[src/rtl/prewish_arb_pkg.sv]
// Shared constants and the FSM state type for the prewish mask arbiter.
package prewish_arb_pkg;

    localparam int DEFAULT_DATA_W         = 8;
    localparam int DEFAULT_HOLDOFF_BITS   = 8;
    localparam int DEFAULT_HOLDOFF_CYCLES = 4;

    localparam logic [1:0] ST_IDLE  = 2'd0;
    localparam logic [1:0] ST_ISSUE = 2'd1;
    localparam logic [1:0] ST_HOLD  = 2'd2;

    typedef enum logic [1:0] {
        IDLE  = ST_IDLE,
        ISSUE = ST_ISSUE,
        HOLD  = ST_HOLD
    } state_t;

endpackage

[src/rtl/prewish_req_latch.sv]
// Per-requester capture: strobe rising-edge detect, mask register and pending bit.
// A new edge in the same cycle as clr wins, so a fresh request is never lost.
module prewish_req_latch
    import prewish_arb_pkg::*;
#(
    parameter int DATA_W = DEFAULT_DATA_W
) (
    input  logic              clk,
    input  logic              rst_n,
    input  logic              stb,
    input  logic [DATA_W-1:0] dat,
    input  logic              clr,
    output logic              pending,
    output logic [DATA_W-1:0] data
);

    logic stb_q;
    logic rise;

    assign rise = stb & ~stb_q;

    // Edge history, latest-wins data capture, pending with set-over-clear.
    always_ff @(posedge clk or negedge rst_n) begin
        if (!rst_n) begin
            stb_q   <= 1'b0;
            pending <= 1'b0;
            data    <= '0;
        end else begin
            stb_q <= stb;
            if (rise) begin
                data    <= dat;
                pending <= 1'b1;
            end else if (clr) begin
                pending <= 1'b0;
            end
        end
    end

endmodule

[src/rtl/prewish_mask_arbiter.sv]
// Arbitrates several mask sources onto the single mentor STB/DAT load port.
// Optional macro PREWISH_ARB_FIXED_PRIO_EN: lowest pending index always wins
// instead of round-robin.
module prewish_mask_arbiter
    import prewish_arb_pkg::*;
#(
    parameter int NUM_REQ        = 2,
    parameter int DATA_W         = DEFAULT_DATA_W,
    parameter int HOLDOFF_CYCLES = DEFAULT_HOLDOFF_CYCLES,
    parameter int HOLDOFF_BITS   = DEFAULT_HOLDOFF_BITS
) (
    input  logic                      CLK_I,
    input  logic                      RST_I,
    input  logic [NUM_REQ-1:0]        REQ_STB_I,
    input  logic [NUM_REQ*DATA_W-1:0] REQ_DAT_I,
    output logic [NUM_REQ-1:0]        REQ_ACK_O,
    output logic                      STB_O,
    output logic [DATA_W-1:0]         DAT_O,
    output logic [NUM_REQ-1:0]        GNT_O,
    output logic                      BUSY_O
);

    localparam int PTR_W = (NUM_REQ > 1) ? $clog2(NUM_REQ) : 1;
    localparam logic [PTR_W-1:0]        PTR_RST  = PTR_W'(NUM_REQ - 1);
    localparam logic [HOLDOFF_BITS-1:0] CNT_LOAD = HOLDOFF_BITS'(HOLDOFF_CYCLES - 1);

    logic [NUM_REQ-1:0]             pending;
    logic [NUM_REQ-1:0]             clr;
    logic [NUM_REQ-1:0][DATA_W-1:0] lat_dat;

    state_t                  state, state_nxt;
    logic [PTR_W-1:0]        ptr, ptr_nxt;
    logic [HOLDOFF_BITS-1:0] cnt, cnt_nxt;
    logic [DATA_W-1:0]       dat_nxt;
    logic [NUM_REQ-1:0]      gnt_nxt, ack_nxt;
    logic                    stb_nxt;
    logic                    found;
    logic [PTR_W-1:0]        win;

    genvar g;
    generate
        for (g = 0; g < NUM_REQ; g++) begin : g_req
            prewish_req_latch #(.DATA_W(DATA_W)) u_latch (
                .clk     (CLK_I),
                .rst_n   (RST_I),
                .stb     (REQ_STB_I[g]),
                .dat     (REQ_DAT_I[g*DATA_W +: DATA_W]),
                .clr     (clr[g]),
                .pending (pending[g]),
                .data    (lat_dat[g])
            );
        end
    endgenerate

    // Winner search: first pending index after the pointer (or lowest index).
    always_comb begin
        int idx;
        found = 1'b0;
        win   = '0;
        idx   = 0;
`ifdef PREWISH_ARB_FIXED_PRIO_EN
        for (int k = 0; k < NUM_REQ; k++) begin
            if (!found && pending[k]) begin
                found = 1'b1;
                win   = PTR_W'(k);
            end
        end
`else
        for (int k = 1; k <= NUM_REQ; k++) begin
            idx = int'(ptr) + k;
            if (idx >= NUM_REQ) idx = idx - NUM_REQ;
            if (!found && pending[idx]) begin
                found = 1'b1;
                win   = PTR_W'(idx);
            end
        end
`endif
    end

    // Next-state and next-output logic for the IDLE/ISSUE/HOLD sequencer.
    always_comb begin
        state_nxt = state;
        ptr_nxt   = ptr;
        cnt_nxt   = cnt;
        dat_nxt   = DAT_O;
        gnt_nxt   = GNT_O;
        stb_nxt   = 1'b0;
        ack_nxt   = '0;
        clr       = '0;
        case (state)
            IDLE: begin
                if (found) begin
                    dat_nxt      = lat_dat[win];
                    gnt_nxt      = '0;
                    gnt_nxt[win] = 1'b1;
                    clr[win]     = 1'b1;
`ifndef PREWISH_ARB_FIXED_PRIO_EN
                    ptr_nxt      = win;
`endif
                    state_nxt    = ISSUE;
                end
            end
            ISSUE: begin
                stb_nxt   = 1'b1;
                ack_nxt   = GNT_O;
                cnt_nxt   = CNT_LOAD;
                state_nxt = HOLD;
            end
            HOLD: begin
                if (cnt == '0) state_nxt = IDLE;
                else           cnt_nxt   = cnt - 1'b1;
            end
            default: state_nxt = IDLE;
        endcase
    end

    // State, pointer, holdoff counter and registered outputs.
    always_ff @(posedge CLK_I or negedge RST_I) begin
        if (!RST_I) begin
            state     <= IDLE;
            ptr       <= PTR_RST;
            cnt       <= '0;
            DAT_O     <= '0;
            GNT_O     <= '0;
            STB_O     <= 1'b0;
            REQ_ACK_O <= '0;
        end else begin
            state     <= state_nxt;
            ptr       <= ptr_nxt;
            cnt       <= cnt_nxt;
            DAT_O     <= dat_nxt;
            GNT_O     <= gnt_nxt;
            STB_O     <= stb_nxt;
            REQ_ACK_O <= ack_nxt;
        end
    end

    assign BUSY_O = (state == ISSUE) || (state == HOLD);

endmodule

[config.mk]
export PLATFORM = sky130hd
export DESIGN_NAME = prewish_mask_arbiter
export DESIGN_NICKNAME = d
export VERILOG_FILES = /design/src/rtl/prewish_arb_pkg.sv /design/src/rtl/prewish_req_latch.sv /design/src/rtl/prewish_mask_arbiter.sv
export SDC_FILE = /design/constraint.sdc
export NUM_CORES = 1
export LEC_CHECK = 0
export CORE_ASPECT_RATIO = 0.5
export CORE_MARGIN = 4
export CORE_UTILIZATION = 40
export CTS_BUF_LIST = sky130_fd_sc_hd__clkbuf_4 sky130_fd_sc_hd__clkbuf_8
export CTS_CLUSTER_DIAMETER = 40
export DETAILED_ROUTE_END_ITERATION = 7
export PLACE_DENSITY = 0.71
export SKIP_LAST_GASP = 1
export SLEW_MARGIN = 20
export SYNTH_ARGS = -nofsm -noshare
export SYNTH_HDL_FRONTEND = slang
export SYNTH_SLANG_ARGS = --single-unit
[constraint.sdc]
create_clock -name CLK_I -period 1.9 [get_ports CLK_I]
set_input_delay 0.38 -clock CLK_I [delete_from_list [all_inputs] [get_ports CLK_I]]
set_output_delay 0.38 -clock CLK_I [all_outputs]
set_load 0.01 [all_outputs]
==> metrics.md <==
| Metric | Value |
|---|---|
| Core Area | `0.00451 sq mm` |
| CTS Sinks | `44` |
| Crit path required time | `2.13 ns` |
| CP bufs+invs | `1` |
| Ys Warns | `0` |
| DRC | `0` |
| #FFs+latches synth | `44` |
| Final worst slack | `0.0700 ns` |
| Worst Setup Start Kind | `register` |
| Nets | `226` |
| Clock buffer count from CTS | `5` |
| Vias in the first global route | `1385` |
| Final antenna-violating net count | `0` |
| Width of the die | `106 um` |
| Total nets after synthesis | `182` |
| CTS tree | `done` |
| Sequential share of power | `39.5%` |
| Gate power share | `40.4%` |
| Leakage | `1.10 nW` |
| CTS root buf | `clkbuf_8` |
| Largest net degree at the start of global routing | `20` |
| Most frequent cells in the layout | `dfrtp_1, clkdlybuf4s50_1, mux2_2` |
| Top FF cell, synth | `dfrtp_1` |
| Worst-Margin Slew | `0.635 ns` |
| Post-synth top area cell | `dfrtp_1` |
| Synthesized area | `0.00192 sq mm` |
| First DRT Iteration DRCs | `44` |
| Crit end category | `register` |
| Final WL | `3680 um` |
| Tcrit/Tclk final | `96.3%` |
| Initial core utilization | `42.5%` |
| P_sw | `1.22 mW` |
| Share of layout cells above drive strength 1 | `21.7%` |
| Total die area | `0.00603 sq mm` |
| Router iterations before antenna repair | `4` |
| IO Pins | `34` |
| Routed len/inst | `13.7 um` |
| Slew HR | `57.7%` |
| Initial antenna violation count | `0` |
| Synthesized area per cell | `12.1 sq um` |
| Syn Inst Count | `158` |
| Slew Viols, Final | `0` |
| Final Setup Violations | `0` |
| Gr usage total | `13.2%` |
| Top cell type's share of synthesized area | `56.1%` |
| Crit-path max FO | `3` |
| CP top delay family | `simple AND/OR/NAND/NOR gates` |
| Htree depth | `2` |
| Reg clk slew, reported paths | `0.09 ns` |
| Number of vias per cell | `5.03` |
| Gr ovfl total | `0` |
| Final Hold Vio Count | `0` |
| Max VDD drop | `0.646 mV` |
| Via count | `1353` |
| PD cells | `1430 mW/mm^2` |
| Post-synth EDFFs | `0` |
| N_diodes | `0` |
| Clock latency on the worst-skew pair | `0.30 ns` |
| Synth top area cells | `dfrtp_1, mux2_2, mux2i_1` |
| Post-layout util | `55.7%` |
| Die Ht | `57.0 um` |
| Type of the worst setup path | `register to register` |
| Max-Cap Viols | `0` |
| Fmax | `0.546 GHz` |
| Final instance area | `0.00251 sq mm` |
| Worst slack, placed | `0.0116 ns` |
| Post-synthesis sequential area ratio | `57.5%` |
| Hold-fix buffers, CTS | `0` |
| Most common cell after layout, fill and taps aside | `dfrtp_1` |
| Min cycle time layout | `1.83 ns` |
| Max incr delay on CP | `0.52 ns` |
| Buffer depth of the longest clock path | `2` |
| Ys async rst share | `100%` |
| Slowest CP cell | `or4_4` |
| Status | `finished, final reports clean` |
| Post-DP HPWL | `2700 um` |
| Row count | `17` |
| Port bufs | `33` |
| Crit path cell chain | `inv_2, ha_1, or4b_4, or4_4, a21boi_2` |
| Int Power | `2.37 mW` |
| Worst Hold Class | `input pin to asynchronous set/reset pin` |
| Cell variety after synth | `37` |
| Clock Power Share | `20.1%` |
| First-pass GRT wire length | `6290 um` |
| DP Area | `0.00236 sq mm` |
| Final Skew | `0.00905 ns` |
| Gpl congestion | `0.826` |
| Syn-to-layout area delta | `30.9%` |
| Sw frac | `34.0%` |
| Crit path DAT | `2.06 ns` |
[timing repair]
action,CTS,global route
setup buffers,0,2
endpoints found under the setup margin,1,1
hold endpoints to repair,0,0
pin swaps,0,2
resized for setup,1,4
[power groups by stage]
stage	Clock (mW)	Combinational (mW)	Sequential, mW
4_1_cts	0.746	1.42	1.41
3_3_place_gp	0	1.39	1.42
2_1_floorplan	0	0.790	1.45
5_1_grt	0.783	1.59	1.46
3_5_place_dp	0	1.43	1.43
6_report	0.720	1.45	1.41
[per-layer routing]
metal | global-route usage, % | share of wire (%)
met1 | 15.9 | 45
met2 | 23.1 | 50
met3 | 3.73 | 3.0
met4 | 4.98 | 1.5
met5 | 0 | 0
[registers in the layout (all words and copies together) (netlist names)]
register / cells
STB_O: 1
REQ_ACK_O: 2
g_req.u_latch.stb_q: 2
DAT_O: 8
state: 2
cnt: 8
g_req.u_latch.pending: 2
g_req.u_latch.data: 16
GNT_O: 2
ptr: 1
[cell usage after synthesis, types with 2 or more instances]
cell type  number
o31ai_1         3
mux2i_1         9
ha_1            4
a21boi_1        2
mux2_2         17
o21ai_0         9
nor2_1          4
clkbuf_1        5
and2_1          2
nor2b_1         3
inv_1           6
or4_1           3
nand2_1        13
o21a_1          3
o211ai_1        5
o311ai_0        2
nand2b_1        2
buf_2           2
o21ai_1         3
dfrtp_1        43
or3_1           2
[cell families after synthesis]
group | Yosys count | synth area share (%)
flops | 44 | 57.5
compound gates | 36 | 12.9
simple gates | 35 | 9.72
mux | 26 | 14.7
buf+inv | 13 | 2.67
fa+ha+maj | 4 | 2.61
[area by class of cell]
| cell class | count | area [sq um] |
|---|---|---|
| Clock buffer | 5 | 68.8 |
| Clock inverter | 3 | 47.5 |
| Fill cell | 396 | 2000 |
| Inverter | 6 | 22.5 |
| Multi-Input combinational cell | 101 | 779 |
| Sequential cell | 44 | 1100 |
| Tap cell | 66 | 82.6 |
| Timing Repair Buffer | 44 | 407 |
[path summary, 6_finish.rpt]
check                                            to  startpoint  slack (ns)  cells after the start
max                                          cnt[7]    state[0]        0.07                      5
min                        g_req[1].u_latch.data[7]       RST_I       0.007                      1
max reg2reg                                  cnt[7]    state[0]        0.07                      5
min reg2reg                                DAT_O[4]    DAT_O[4]        0.49                      2
max in group asynchronous                       ptr       RST_I        1.28                      2
min in group CLK_I                         DAT_O[4]    DAT_O[4]        0.49                      2
[through the flow]
stage | std cells | TNS [ns] | hold slack [ns] | power [mW]
after floorplan | 158 | 0 | 0.0844 | 2.24
after global placement | 259 | 0 | 0.339 | 2.81
after detailed placement | 259 | 0 | 0.341 | 2.86
after CTS | 267 | 0 | 0.00820 | 3.57
after global routing | 269 | -0.00352 | 0.0375 | 3.84
final | 269 | 0 | 0.00717 | 3.58
(Power assumes the default switching activity.)
